===== src/rtl/textlcd_pkg.sv =====
// textlcd_pkg: shared types and constants for the text-LCD sequencer.
//   state_e      - sequencer states
//   INIT_LEN     - number of init bytes issued after power-up
//   INIT_ROM     - init bytes, byte k at bits [8k+7:8k]
//   is_long_cmd  - true for the clear/home commands that need the long wait
package textlcd_pkg;

  typedef enum logic [2:0] {
    ST_POWERUP   = 3'd0,
    ST_INIT_LOAD = 3'd1,
    ST_IDLE      = 3'd2,
    ST_SETUP     = 3'd3,
    ST_ENABLE    = 3'd4,
    ST_HOLD      = 3'd5,
    ST_EXEC      = 3'd6
  } state_e;

  localparam int INIT_LEN = 4;

  // Function set 8-bit/2-line, display on, entry mode increment, clear.
  localparam logic [INIT_LEN*8-1:0] INIT_ROM = {8'h01, 8'h06, 8'h0C, 8'h38};

  // Clear display (0x01) and return home (0x02/0x03) take ~1.64 ms.
  function automatic logic is_long_cmd(input logic rs, input logic [7:0] data);
    return (rs == 1'b0) && ((data == 8'h01) || (data == 8'h02) || (data == 8'h03));
  endfunction

endpackage


===== src/rtl/textlcd_cycle_timer.sv =====
// textlcd_cycle_timer: loadable down-counter shared by all timed states.
//   i_clk, i_rst_n : clock, asynchronous active-low reset
//   i_load         : load i_load_val this cycle (the state being entered lasts i_load_val+1 cycles)
//   i_load_val     : value to load
//   o_done         : high while the count is 0, i.e. in the last cycle of the state
module textlcd_cycle_timer #(
  parameter int             W         = 19,
  parameter logic [W-1:0]   RESET_VAL = {W{1'b0}}
) (
  input  logic         i_clk,
  input  logic         i_rst_n,
  input  logic         i_load,
  input  logic [W-1:0] i_load_val,
  output logic         o_done
);

  logic [W-1:0] r_cnt;

  // Down-counter: load on state entry, then count to zero and stay there.
  always_ff @(posedge i_clk or negedge i_rst_n) begin
    if (!i_rst_n) begin
      r_cnt <= RESET_VAL;
    end else if (i_load) begin
      r_cnt <= i_load_val;
    end else if (r_cnt != {W{1'b0}}) begin
      r_cnt <= r_cnt - W'(1);
    end
  end

  assign o_done = (r_cnt == {W{1'b0}});

endmodule


===== src/rtl/textlcd_sched.sv =====
// textlcd_sched: HD44780 8-bit write sequencer with a two-client round-robin arbiter.
//   clk, resetn                    : fabric clock, asynchronous active-low reset
//   reqN_valid/rs/data, reqN_ready : client N byte handshake (ready is combinational)
//   init_done                      : init sequence finished, sticky until reset
//   busy                           : high in every state except IDLE
//   lcd_rs/lcd_rw/lcd_en/lcd_data  : registered LCD pins (write only, lcd_rw = 0)
module textlcd_sched import textlcd_pkg::*; #(
  parameter int T_SETUP   = 2,
  parameter int T_EN      = 8,
  parameter int T_HOLD    = 2,
  parameter int T_EXEC    = 1000,
  parameter int T_LONG    = 41000,
  parameter int T_POWERUP = 375000
) (
  input  logic       clk,
  input  logic       resetn,
  input  logic       req0_valid,
  input  logic       req0_rs,
  input  logic [7:0] req0_data,
  output logic       req0_ready,
  input  logic       req1_valid,
  input  logic       req1_rs,
  input  logic [7:0] req1_data,
  output logic       req1_ready,
  output logic       init_done,
  output logic       busy,
  output logic       lcd_rs,
  output logic       lcd_rw,
  output logic       lcd_en,
  output logic [7:0] lcd_data
);

  localparam int MAX_A = (T_POWERUP > T_LONG) ? T_POWERUP : T_LONG;
  localparam int MAX_B = (T_EXEC > T_EN) ? T_EXEC : T_EN;
  localparam int MAX_C = (T_SETUP > T_HOLD) ? T_SETUP : T_HOLD;
  localparam int MAX_D = (MAX_A > MAX_B) ? MAX_A : MAX_B;
  localparam int MAX_T = (MAX_D > MAX_C) ? MAX_D : MAX_C;
  localparam int CW    = $clog2(MAX_T + 1);

  // Each timed state lasts (load value + 1) cycles.
  localparam logic [CW-1:0] LD_POWERUP = CW'(T_POWERUP - 1);
  localparam logic [CW-1:0] LD_SETUP   = CW'(T_SETUP - 1);
  localparam logic [CW-1:0] LD_EN      = CW'(T_EN - 1);
  localparam logic [CW-1:0] LD_HOLD    = CW'(T_HOLD - 1);
  localparam logic [CW-1:0] LD_EXEC    = CW'(T_EXEC - 1);
  localparam logic [CW-1:0] LD_LONG    = CW'(T_LONG - 1);

  state_e        r_state;
  logic [1:0]    r_idx;
  logic          r_init_done;
  logic          r_busy;
  logic          r_en;
  logic          r_rs;
  logic [7:0]    r_data;
  logic          r_last;      // client served most recently (1 after reset so client 0 wins first)

  logic          w_grant;
  logic          w_ready0;
  logic          w_ready1;
  logic          w_xfer;
  logic          w_sel_rs;
  logic [7:0]    w_sel_data;
  logic          w_load;
  logic [CW-1:0] w_load_val;
  logic          w_done;

  // Round-robin grant: a lone requester wins, a tie goes to the client not served last.
  always_comb begin
    w_grant = 1'b0;
    if (req0_valid && req1_valid) begin
      w_grant = ~r_last;
    end else if (req1_valid) begin
      w_grant = 1'b1;
    end else begin
      w_grant = 1'b0;
    end
  end

  assign w_ready0   = (r_state == ST_IDLE) && r_init_done && req0_valid && !w_grant;
  assign w_ready1   = (r_state == ST_IDLE) && r_init_done && req1_valid &&  w_grant;
  assign w_xfer     = w_ready0 || w_ready1;
  assign w_sel_rs   = w_grant ? req1_rs   : req0_rs;
  assign w_sel_data = w_grant ? req1_data : req0_data;

  // Timer reload for the state about to be entered; POWERUP is loaded by reset.
  always_comb begin
    w_load     = 1'b0;
    w_load_val = {CW{1'b0}};
    case (r_state)
      ST_INIT_LOAD: begin
        w_load     = 1'b1;
        w_load_val = LD_SETUP;
      end
      ST_IDLE: begin
        w_load     = w_xfer;
        w_load_val = LD_SETUP;
      end
      ST_SETUP: begin
        w_load     = w_done;
        w_load_val = LD_EN;
      end
      ST_ENABLE: begin
        w_load     = w_done;
        w_load_val = LD_HOLD;
      end
      ST_HOLD: begin
        w_load     = w_done;
        w_load_val = is_long_cmd(r_rs, r_data) ? LD_LONG : LD_EXEC;
      end
      default: begin
        w_load     = 1'b0;
        w_load_val = {CW{1'b0}};
      end
    endcase
  end

  textlcd_cycle_timer #(
    .W         (CW),
    .RESET_VAL (LD_POWERUP)
  ) u_timer (
    .i_clk      (clk),
    .i_rst_n    (resetn),
    .i_load     (w_load),
    .i_load_val (w_load_val),
    .o_done     (w_done)
  );

  // Sequencer FSM with registered LCD pins, busy and init_done.
  always_ff @(posedge clk or negedge resetn) begin
    if (!resetn) begin
      r_state     <= ST_POWERUP;
      r_idx       <= 2'd0;
      r_init_done <= 1'b0;
      r_busy      <= 1'b1;
      r_en        <= 1'b0;
      r_rs        <= 1'b0;
      r_data      <= 8'h00;
      r_last      <= 1'b1;
    end else begin
      case (r_state)
        ST_POWERUP: begin
          if (w_done) begin
            r_state <= ST_INIT_LOAD;
            r_idx   <= 2'd0;
          end
        end
        ST_INIT_LOAD: begin
          r_rs    <= 1'b0;
          r_data  <= INIT_ROM[{r_idx, 3'b000} +: 8];
          r_state <= ST_SETUP;
        end
        ST_IDLE: begin
          if (w_xfer) begin
            r_rs    <= w_sel_rs;
            r_data  <= w_sel_data;
            r_last  <= w_grant;
            r_busy  <= 1'b1;
            r_state <= ST_SETUP;
          end
        end
        ST_SETUP: begin
          if (w_done) begin
            r_en    <= 1'b1;
            r_state <= ST_ENABLE;
          end
        end
        ST_ENABLE: begin
          if (w_done) begin
            r_en    <= 1'b0;
            r_state <= ST_HOLD;
          end
        end
        ST_HOLD: begin
          if (w_done) begin
            r_state <= ST_EXEC;
          end
        end
        ST_EXEC: begin
          if (w_done) begin
            if (r_init_done) begin
              r_busy  <= 1'b0;
              r_state <= ST_IDLE;
            end else if (r_idx == 2'(INIT_LEN - 1)) begin
              r_init_done <= 1'b1;
              r_busy      <= 1'b0;
              r_state     <= ST_IDLE;
            end else begin
              r_idx   <= r_idx + 2'd1;
              r_state <= ST_INIT_LOAD;
            end
          end
        end
        default: begin
          r_state <= ST_POWERUP;
          r_busy  <= 1'b1;
          r_en    <= 1'b0;
        end
      endcase
    end
  end

  assign req0_ready = w_ready0;
  assign req1_ready = w_ready1;
  assign init_done  = r_init_done;
  assign busy       = r_busy;
  assign lcd_rs     = r_rs;
  assign lcd_rw     = 1'b0;
  assign lcd_en     = r_en;
  assign lcd_data   = r_data;

endmodule


===== config.mk =====
export PLATFORM = sky130hd
export DESIGN_NAME = textlcd_sched
export DESIGN_NICKNAME = d
export VERILOG_FILES = /design/src/rtl/textlcd_pkg.sv /design/src/rtl/textlcd_cycle_timer.sv /design/src/rtl/textlcd_sched.sv
export SDC_FILE = /design/constraint.sdc
export NUM_CORES = 1
export LEC_CHECK = 0
export ABC_CLOCK_PERIOD_IN_PS = 3200
export BUFFER_PORTS_ARGS = -buffer_cell sky130_fd_sc_hd__clkbuf_2
export CAP_MARGIN = 20
export CORE_MARGIN = 1.5
export CORE_UTILIZATION = 52
export DETAILED_ROUTE_END_ITERATION = 6
export PLACE_DENSITY = 0.85
export SYNTH_ARGS = -nofsm -noshare
export SYNTH_HDL_FRONTEND = slang
export SYNTH_HIERARCHICAL = 1
export SYNTH_SLANG_ARGS = --single-unit

===== constraint.sdc =====
create_clock -name clk -period 3.2 [get_ports clk]
set_clock_uncertainty 0.05 [all_clocks]
set_input_delay 0.16 -clock clk [delete_from_list [all_inputs] [get_ports clk]]
set_output_delay 0.16 -clock clk [all_outputs]
set_load 0.01 [all_outputs]

* Yosys cells after proc, flatten, opt, wreduce, memory -nomap -nowiden
Cells that the tools add are included.
** Word-level totals
- Output and inout bits :: 15
- Register bits after elaboration :: 37
- Logic and storage cells :: 100
** Cells by class
- $add $sub $neg :: 2
- Reduce and logical (&&, ||, !) cells :: 28
- Bitwise logic cells :: 4
- Mux-type cells :: 37
- Shift-type cells :: 1
- Eq/ne operators :: 19
** Operators by type and width (number)
- $pmux 16 s3 :: 1
- $mux 19 :: 2
- $shiftx 32x6->8 const A :: 1
- $pmux 3 s7 :: 1
- $logic_not 19->1 :: 1
- $reduce_bool 19->1 :: 1
- $sub 19x1->19 const B :: 1
- $mux 3 :: 6
- $eq 8x2->1 const B :: 2
- $mux 16 :: 1
- $mux 8 :: 2
- $pmux 8 s2 :: 1
- $mux 1 :: 12
- $mux 2 :: 6
- $ne 2x1->1 const B :: 5
- $reduce_or 5->1 :: 2
- $eq 3x3->1 const B :: 3
- $pmux 1 s3 :: 3
- $eq 8x1->1 const B :: 1
- $logic_and 1x1->1 :: 7
- $eq 3x2->1 const B :: 2
- $ne 2x2->1 const B :: 3
- $reduce_and 2->1 :: 3
- $reduce_and 6->1 :: 1
- 15 further kinds :: 23

* Depth between registers and ports, before layout
Gate-level depths: netlist (run 1).
- Depth in word-level cells :: 7
- Mapped depth :: 12
- Depth with buffers taken out :: 10

* By module
The synthesis (run 1) kept the hierarchy.
** By module, submodules not included
- textlcd_sched :: cells each 143, area an instance 1322.5 um^2, times used 1, seq. area each 452.9 um^2
- textlcd_cycle_timer :: cells each 127, area an instance 1132.3 um^2, times used 1, seq. area each 490.5 um^2

* Least setup slack after synthesis (run 1)
Ideal clock, no wire load.
- Path kind :: register to register
- From :: register u_timer.r_cnt[14]
- To :: register u_timer.r_cnt[10]
- Data arrival time :: 3.098 ns
- Data required time :: 3.014 ns
- Cell stages (with the launch flop) :: 12
- Setup time :: 0.136 ns
- Slack :: -0.084 ns
- Clock period less this slack :: 3.284 ns
- Buffers on the path :: 4
- Path through :: dfrtp_1 > or4_4 > or4b_1 > buf_2 > nor2_2 > clkbuf_1 > nand2b_1 > a221oi_1 > a21oi_1 > clkbuf_1 > clkbuf_1 > o21ai_0
** On the way
- Cells in the longest elaborated chain, start to end :: 3
** RTL lines
- start, declared :: line textlcd_cycle_timer.sv:17 : logic [W-1:0] r_cnt;
- start signal, assigned :: line textlcd_cycle_timer.sv:24 : r_cnt <= i_load_val;
- start signal, assigned :: line textlcd_cycle_timer.sv:26 : r_cnt <= r_cnt - W'(1);
- $logic_not 19->1 * :: line textlcd_cycle_timer.sv:30 : assign o_done = (r_cnt == {W{1'b0}});
- named net w_done :: line textlcd_sched.sv:65 : logic w_done;
- $pmux 1 s3 * :: line textlcd_sched.sv:89 : case (r_state)
- named net w_load :: line textlcd_sched.sv:63 : logic w_load;
- $mux 19 or $reduce_bool 2->1 (tied branches)
Mark *: on every way through the listed nets, which the timed path passes. The rest lies on a longest branch.
A chain may end at the register's enable or synchronous reset.

* Worst setup path after layout (run 1)
- From :: register u_timer.r_cnt[14]
- To :: register u_timer.r_cnt[8]
Same word-level chain as after synthesis.

==> impl_metrics.toml, run 1 <==
[power]
p_leak_uw = 0.00112
vdd_drop_max_uv = 168
p_total_uw = 861
power_density_nw_per_um2 = 313

[synth]
synthXorXnorAreaFrac_pct = 4.64
avgSynthCellArea_sq_um = 9.09
synth_seq_area_share_pct = 38.4
synth_ff_type = "dfrtp_1"
synth_compound_area_share_pct = 23.7
synth_seq_cells = 37
netlist_area_sq_um = 2450
synth_top_family_by_area = "compound AO/OA/AOI/OAI gates"
netlist_instances = 270
ys_types = 60
synthAdderAreaFrac_pct = 2.45
synthMuxAreaShare_pct = 2.09
synth_edf_count = 0
synth_simple_gate_area_share_pct = 22.9
async_flop_share_pct = 100
synth_warnings = 6

[layout]
area_growth_syn_to_layout_pct = 12.1
final_area_sq_um = 2750
num-fill-cells = 395
nNetsFinal = 334
drive_gt1_share_pct = 22.7
multi_input_area_sq_um = 1410
antennaDiodeCount = 0
fin_util_pct = 61.9
regArea_sq_um = 943

[global_routing]
grt_overflow_total = 0
grtUsageTotal_pct = 22.9
grt_max_degree = 38
grt_pass1_wl_um = 9310
first_global_vias = 2037
antenna_found_initial = 0

[timing]
worst_pin_slew_ns = 0.912
rsz0062_at_grt = "yes"
min_period_ns = 3.02
slew_violations = 0
fmax_mhz = 331
finalCritPeriodShare_pct = 94.4
hold_viol = 0
slew_headroom_pct = 39.2
setup_viol = 0

[place]
hpwl_um = 3790
gp_congestion = 0.863
io_buffers = 35
placed_cell_area_sq_um = 2660

[cts]
cts_sinks = 37
path_clk_slew_ns = 0.07
clockRootBuffer = "clkbuf_8"
cts_resized = 0
cts_tree = "built"
worstSkewPairLatency_ns = 0.29
htreeDepth = 2
cts_max_path_buffers = 2
cts_buffers = 5

[floorplanning]
die_w_um = 71.7
die-height_um = 71.7
core_area_sq_um = 4440
start_util_pct = 55.2
rows = 24
pin_count = 37
die_area_sq_um = 5140

[setup_path]
end_kind = "flip-flop"
rrSetupSlack_ns = 0.18
cp-endpoint = "u_timer/r_cnt[8]"
crit_type = "reg -> reg"
crit_arrival_ns = 3.11
cp-start-kind = "flip-flop"
r2r_start = "u_timer/r_cnt[14]"
r2r_cells = 9
timing.rr.end = "u_timer/r_cnt[8]"
startpoint = "u_timer/r_cnt[14]"
crit_fanout = 8
cp.required_ns = 3.29

[route]
drt_iter0_markers = 155
wl_um = 5340
antenna_left = 0
first_pass_iters = 6
num_vias = 2178
drc = 0
drt-vias-per-instance = 6.03
routedWlPerCell_um = 14.8

[job]
maxCapViolations = 0

[min_path]
hp-class = "in -> reg"
hold_start = "req1_valid"

[status]
status = "complete, no violations"
[cell usage in the layout (no fill, tap or decap), types with 5 or more instances in the layout]
cell type | synthesis | final
a21oi_1 | 6 | 5
a221oi_1 | 7 | 7
and2_1 | 9 | 9
clkbuf_2 | 0 | 35
clkbuf_8 | 0 | 5
conb_1 | 1 | 10
dfrtp_1 | 23 | 23
dfstp_2 | 14 | 14
inv_1 | 9 | 9
nand2_1 | 27 | 27
nand3_1 | 7 | 7
nor2_1 | 14 | 14
nor3_1 | 7 | 7
nor4_1 | 7 | 7
o211ai_1 | 12 | 12
o21ai_0 | 15 | 15
o31ai_1 | 17 | 17
xnor2_1 | 5 | 5
xor2_1 | 8 | 8
[layout make-up]
class | count | share of cell area (%)
multi-input cells | 215 | 51.3
flip-flops and latches | 37 | 34.3
repair buffers | 40 | 7.82
clock buffers | 6 | 2.64
well taps | 52 | 2.36
inverters | 9 | 1.23
clock inverters | 2 | 0.364
[flip-flops by register name, summed over array words and instances (netlist names)]
signal	cells
lcd_en	1
r_last	1
init_done	1
r_idx	2
lcd_data	8
lcd_rs	1
r_state	3
busy	1
u_timer/r_cnt	19
[logic make-up after synthesis]
logic type,count (synthesis)
adder cells (fa/ha/maj),5
XOR/XNOR,13
AND/OR/NAND/NOR,102
other,1
buffers and inverters,27
AO/OA/AOI/OAI,80
flip-flops,37
multiplexers,5
[power breakdown]
group	total [uW]	internal (uW)	switching (uW)
combinational	62.7	27.9	34.9
sequential	486	478	8.09
clock	312	151	161
total	861	657	204
[Yosys cell counts, types with 2 or more instances]
master / number / area (sq um)
a21oi_1: 6 / 30.0
and2_1: 9 / 56.3
mux2i_1: 4 / 40.0
nor2b_1: 3 / 18.8
nor3b_1: 3 / 22.5
nor4_1: 7 / 43.8
o31ai_1: 17 / 128
ha_1: 4 / 50.1
buf_6: 2 / 22.5
and3_1: 2 / 12.5
nand3_1: 7 / 35.0
a2bb2oi_1: 2 / 17.5
or3_1: 2 / 12.5
a22oi_1: 2 / 15.0
buf_2: 5 / 25.0
o21ai_0: 15 / 75.1
xor2_1: 8 / 70.1
nand4_1: 2 / 12.5
nor3_1: 7 / 35.0
nand2b_1: 4 / 25.0
nand3b_1: 2 / 15.0
or3b_1: 3 / 26.3
a221oi_1: 7 / 61.3
nand2_1: 27 / 101
xnor2_1: 5 / 43.8
inv_1: 9 / 33.8
o211ai_1: 12 / 90.1
dfrtp_1: 23 / 576
clkbuf_1: 9 / 33.8
o31a_1: 3 / 26.3
nor2_1: 14 / 52.6
o21a_1: 2 / 15.0
or4_1: 2 / 15.0
dfstp_2: 14 / 368
o21ai_1: 2 / 10.0
[critical path, stage by stage, from the launching register on]
cell and delay, ns:
dfrtp_1 0.42, or4_4 0.52, or4b_1 0.63, nor2_2 0.22
nand2b_1 0.13, a221oi_1 0.10, a21oi_2 0.17, inv_1 0.10
o21ai_1 0.34, o21ai_0 0.19
[worst min-delay path by stage]
stage	endpoint	depth (start not counted)
final	r_last	3
after global routing	lcd_data[7]	3
after CTS	r_last	3
after detailed placement	lcd_data[2]	1
after global placement	r_state[1]	1
after floorplan	init_done	0
[stage by stage]
| stage | setup WS [ns] | hold WS (ns) | TNS (ns) | std cells |
|---|---|---|---|---|
| 2_1_floorplan | 0.00304 | -0.186 | 0 | 279 |
| 3_3_place_gp | 0.317 | 0.279 | 0 | 352 |
| 3_5_place_dp | 0.216 | 0.294 | 0 | 352 |
| 4_1_cts | 0.213 | 0.135 | 0 | 361 |
| 5_1_grt | -0.0195 | 0.155 | -0.0295 | 361 |
| 6_report | 0.179 | 0.142 | 0 | 361 |
[repair_timing]
action	in CTS	in global routing
setup buffers	0	0
hold endpoints to repair	23	0
setup endpoints to repair	0	2
hold buffers	1	0
[layer usage]
layer  global-route usage [%]  up-vias  part of all wire (%)
met1                     31.6     1048                    50
met5                        0        -                     0
li1                         -     1070                     -
met4                     9.01        0                   1.8
met3                     4.64       10                   4.1
met2                     35.5       50                    44
(Power assumes the default switching activity.)
==> run 2, diff against run 1 <==
--- a/config.mk
+++ b/config.mk
@@ -8,10 +8,13 @@
 export ABC_CLOCK_PERIOD_IN_PS = 3200
 export BUFFER_PORTS_ARGS = -buffer_cell sky130_fd_sc_hd__clkbuf_2
 export CAP_MARGIN = 20
+export CELL_PAD_IN_SITES_DETAIL_PLACEMENT = 1
+export CELL_PAD_IN_SITES_GLOBAL_PLACEMENT = 2
 export CORE_MARGIN = 1.5
-export CORE_UTILIZATION = 52
+export CORE_UTILIZATION = 31
 export DETAILED_ROUTE_END_ITERATION = 6
-export PLACE_DENSITY = 0.85
+export PLACE_DENSITY = 0.83
+export RECOVER_POWER = 50
 export SYNTH_ARGS = -nofsm -noshare
 export SYNTH_HDL_FRONTEND = slang
 export SYNTH_HIERARCHICAL = 1
==> impl_metrics.toml, run 2 (synthesized netlist as in run 1, its figures left out) <==
[status]
status = "complete, no violations"

[cts]
cts_sinks = 37
cts_setup_buffers = 0
cts_max_path_buffers = 2
path_clk_slew_ns = 0.08
cts_tree = "built"
worstSkewPairLatency_ns = 0.29
clockRootBuffer = "clkbuf_8"
cts_buffers = 5
htreeDepth = 2

[global_routing]
first_global_vias = 2199
grtUsageTotal_pct = 16.1
grt_pass1_wl_um = 11000
antenna_found_initial = 0
grt_max_degree = 38
grt_overflow_total = 0

[min_path]
hold_start = "req1_rs"
min_to = "lcd_rs"
hp-class = "in -> reg"
hold_depth = 3

[route]
first_pass_iters = 4
num_vias = 2181
routedWlPerCell_um = 15.3
drt_iter0_markers = 71
wl_um = 6350
drc = 0
drt-vias-per-instance = 5.27
antenna_left = 0

[timing]
hold_viol = 0
finalSetupTns_ns = 0
slew_violations = 0
setup_viol = 0
worst_pin_slew_ns = 1.22
fmax_mhz = 349
finalCritPeriodShare_pct = 89.6
slew_headroom_pct = 18.3
min_period_ns = 2.87
rsz0062_at_grt = "no"

[setup_path]
cp-start-kind = "flip-flop"
crit_arrival_ns = 2.97
crit_type = "reg -> reg"
crit_fanout = 8
r2r_cells = 9
slowest_delay_ns = 0.53
rrSetupSlack_ns = 0.33
end_kind = "flip-flop"
worstPathCellList = "or4_4 > or4b_1 > nor2_2 > nand2b_1 > a221oi_1 > a21oi_2 > inv_1 > o21ai_1 > o21ai_0"
cp_slowest_cell = "or4_4"
cp.required_ns = 3.30
r2r_start = "u_timer/r_cnt[14]"
timing.rr.end = "u_timer/r_cnt[3]"

[power]
power_density_nw_per_um2 = 324
vdd_drop_max_uv = 137
p_leak_uw = 0.00112

[layout]
nNetsFinal = 337
final_area_sq_um = 2840
antennaDiodeCount = 0
drive_gt1_share_pct = 20.8
area_growth_syn_to_layout_pct = 15.7
top_register = "u_timer/r_cnt"
final_cell_mix = "27 x nand2_1, 27 x clkbuf_2, 23 x dfrtp_1, 17 x o31ai_1, 15 x o21ai_0"
largest_reg_flops = 19

[place]
hpwl_um = 4610
gp_congestion = 0.783
placed_cell_area_sq_um = 2740
io_buffers = 35

[floorplanning]
pin_count = 37
die-height_um = 92.0
die_w_um = 92.0
die_area_sq_um = 8460
core_area_sq_um = 7690
rows = 32
start_util_pct = 31.9

[job]
maxCapViolations = 0
-- run 2: cell count changes in the layout (fill, tap and decap cells not counted) --
cell	delta
buf_4	+2
clkbuf_1	+8
clkbuf_2	-8
clkbuf_8	+2
clkinv_2	-1
-- run 2: cell type report --
type	instances	area, sq um
Clock buffer	7	96.3
Clock inverter	1	5.00
Fill cell	949	4850
Inverter	9	33.8
Multi-Input combinational cell	215	1410
Sequential cell	37	943
Tap cell	102	128
Timing Repair Buffer	43	224
-- run 2: timing repair --
item,CTS,global route
resized for setup,0,0
hold buffers,1,0
hold endpoints to repair,9,0
-- run 2: critical path, delay by kind of cell (launching register included) --
kind,cells,cell delay [ns]
and+or+nand+nor,4,1.37
AOI/OAI and AO/OA,4,0.78
DFF,1,0.42
buffers and inverters,1,0.10
-- run 2: how the worst max path moves through the flow --
stage,startpoint,end,slack (ns),cells after the start
floorplan,u_timer/r_cnt[14],u_timer/r_cnt[10],0.003,11
global placement,u_timer/r_cnt[14],u_timer/r_cnt[17],0.40,9
detailed placement,u_timer/r_cnt[14],u_timer/r_cnt[3],0.29,9
CTS,u_timer/r_cnt[14],u_timer/r_cnt[3],0.30,9
global route,u_timer/r_cnt[14],u_timer/r_cnt[9],0.14,9
finish,u_timer/r_cnt[14],u_timer/r_cnt[3],0.33,9
-- run 2: power by group --
group	switching, uW	internal [uW]
clock network	177	195
logic	35.4	26.5
registers	8.44	478
total	221	700
-- run 2: through the flow --
step,std cells,setup WS [ns],hold slack [ns],util (%),total power (uW)
floorplan,279,0.00304,-0.186,-,522
CTS,413,0.304,0.133,37.0,937
detailed placement,404,0.287,0.317,35.6,559
global placement,404,0.399,0.303,35.6,557
finish,414,0.334,0.139,37.0,920
global route,414,0.138,0.146,37.0,959
-- run 2: per-layer routing --
metal,part of all wire [%],GRT usage (%),up-vias
met1,47,21.2,1080
li1,-,-,1068
met4,1.0,5.00,0
met3,2.3,2.49,5
met5,0,0,-
met2,50,27.2,28
==> run 3, diff against run 2 <==
--- a/config.mk
+++ b/config.mk
@@ -12,9 +12,9 @@
 export CELL_PAD_IN_SITES_GLOBAL_PLACEMENT = 2
 export CORE_MARGIN = 1.5
 export CORE_UTILIZATION = 31
+export CTS_CLUSTER_SIZE = 14
 export DETAILED_ROUTE_END_ITERATION = 6
 export PLACE_DENSITY = 0.83
-export RECOVER_POWER = 50
 export SYNTH_ARGS = -nofsm -noshare
 export SYNTH_HDL_FRONTEND = slang
 export SYNTH_HIERARCHICAL = 1
==> impl_metrics.toml, run 3 (synthesized netlist as in run 1, its figures left out) <==
[layout]
area_growth_syn_to_layout_pct = 17.1
largest_reg_flops = 19
drive_gt1_share_pct = 23.7
top_register = "u_timer/r_cnt"
final_cell_mix = "35 x clkbuf_2, 27 x nand2_1, 23 x dfrtp_1, 17 x o31ai_1, 15 x o21ai_0"
final_common_cell = "clkbuf_2"
num-fill-cells = 943
regArea_sq_um = 943
multi_input_area_sq_um = 1410
antennaDiodeCount = 0
fin_util_pct = 37.4
nNetsFinal = 337

[global_routing]
grtUsageTotal_pct = 16.1
grt_overflow_total = 0
met3_usage_pct = 2.49
gr-usage-met2_pct = 27.2
gr-usage-met1_pct = 21.2
first_global_vias = 2199
antenna_found_initial = 0
grt_pass1_wl_um = 11000
grt_busiest_layer = "met2"
grt_max_degree = 38

[cts]
cts_tree = "built"
worstSkewPairLatency_ns = 0.29
path_clk_slew_ns = 0.08
htreeDepth = 2
cts_buffers = 5
clockRootBuffer = "clkbuf_8"
cts_sinks = 37
cts_resized = 0
cts_max_path_buffers = 2

[route]
num_vias = 2187
routedWlPerCell_um = 15.3
drc = 0
first_pass_iters = 4
wl_um = 6330
antenna_left = 0
drt_iter0_markers = 62
drt-vias-per-instance = 5.28

[power]
vdd_drop_max_uv = 137
p_sw_share_pct = 24.1
p_int_uw = 704
combinationalPowerShare_pct = 7.2
clock_power_share_pct = 40.3
power_density_nw_per_um2 = 323
p_leak_uw = 0.00115
p_total_uw = 928
p_seq_share_pct = 52.5
power_switching_uw = 223

[floorplanning]
start_util_pct = 31.9
core_area_sq_um = 7690
rows = 32
die_w_um = 92.0
die-height_um = 92.0
pin_count = 37
die_area_sq_um = 8460

[place]
gp_congestion = 0.783
hpwl_um = 4610
io_buffers = 35
post-place-ws_ns = 0.287

[timing]
finalCritPeriodShare_pct = 89.3
setup_viol = 0
rsz0062_at_grt = "no"
fin_ws_ns = 0.343
slew_headroom_pct = 55.7
fmax_mhz = 350
min_period_ns = 2.86
hold_viol = 0
slew_violations = 0
worst_pin_slew_ns = 0.664
finalSetupTns_ns = 0

[setup_path]
end_kind = "flip-flop"
crit_type = "reg -> reg"
critPathBufInv = 1
worstPathCellList = "or4_4 > or4b_1 > nor2_2 > nand2b_1 > a221oi_1 > a21oi_2 > inv_1 > o21ai_1 > o21ai_0"
cp_slowest_cell = "or4_4"
slowest_delay_ns = 0.53
crit_fanout = 8
cp_top_family = "simple AND/OR/NAND/NOR gates"
crit_arrival_ns = 2.96
cp.required_ns = 3.30
cp-start-kind = "flip-flop"

[min_path]
hp-class = "in -> reg"

[job]
maxCapViolations = 0

[status]
status = "complete, no violations"
-- run 3: through the flow --
step	std cells	hold WS, ns	cell area (sq um)
2_1_floorplan	279	-0.186	2490
3_3_place_gp	404	0.303	2740
3_5_place_dp	404	0.317	2740
4_1_cts	413	0.133	2850
5_1_grt	414	0.146	2880
6_report	414	0.140	2880
-- run 3: layout make-up --
cell class	count	share of cell area [%]
clock buffers	7	3.35
clock inverters	1	0.174
flip-flops and latches	37	32.8
repair buffers	43	8.96
inverters	9	1.17
multi-input cells	215	49.1
well taps	102	4.44
-- run 3: timing repair --
action                                  in CTS  in global routing
buffers inserted                             0                  0
hold endpoints to repair                     9                  0
hold buffers                                 1                  0
endpoints found under the setup margin       0                  0
-- run 3: final timing paths --
path	from	endpoint	slack [ns]	cells after the start
max	u_timer/r_cnt[14]	u_timer/r_cnt[3]	0.34	9
min	req1_data[6]	lcd_data[6]	0.14	3
max reg2reg	u_timer/r_cnt[14]	u_timer/r_cnt[3]	0.34	9
min reg2reg	r_last	r_last	0.45	1
max in group asynchronous	resetn	busy	2.23	3
min in group asynchronous	resetn	r_idx[0]	0.31	2
-- run 3: power by group through the flow --
| stage | Combinational [uW] | Clock [uW] | Sequential (uW) |
|---|---|---|---|
| after global placement | 62.0 | 0 | 495 |
| after CTS | 64.6 | 386 | 487 |
| after floorplan | 24.5 | 0 | 497 |
| after global routing | 75.8 | 400 | 488 |
| final | 67.2 | 374 | 487 |
| after detailed placement | 63.7 | 0 | 495 |
-- run 3: metal layers --
metal / vias to the layer above / routed length [um]
li1: 1068 / -
met1: 1078 / 2970
met2: 36 / 3130
met3: 5 / 169
met4: 0 / 66
met5: - / 0
-- run 3: worst register-to-register path, cell delays in order, from the launching register on --
cell and delay (ns):
dfrtp_1 0.42, or4_4 0.53, or4b_1 0.52, nor2_2 0.19
nand2b_1 0.13, a221oi_1 0.09, a21oi_2 0.15, inv_1 0.10
o21ai_1 0.33, o21ai_0 0.20
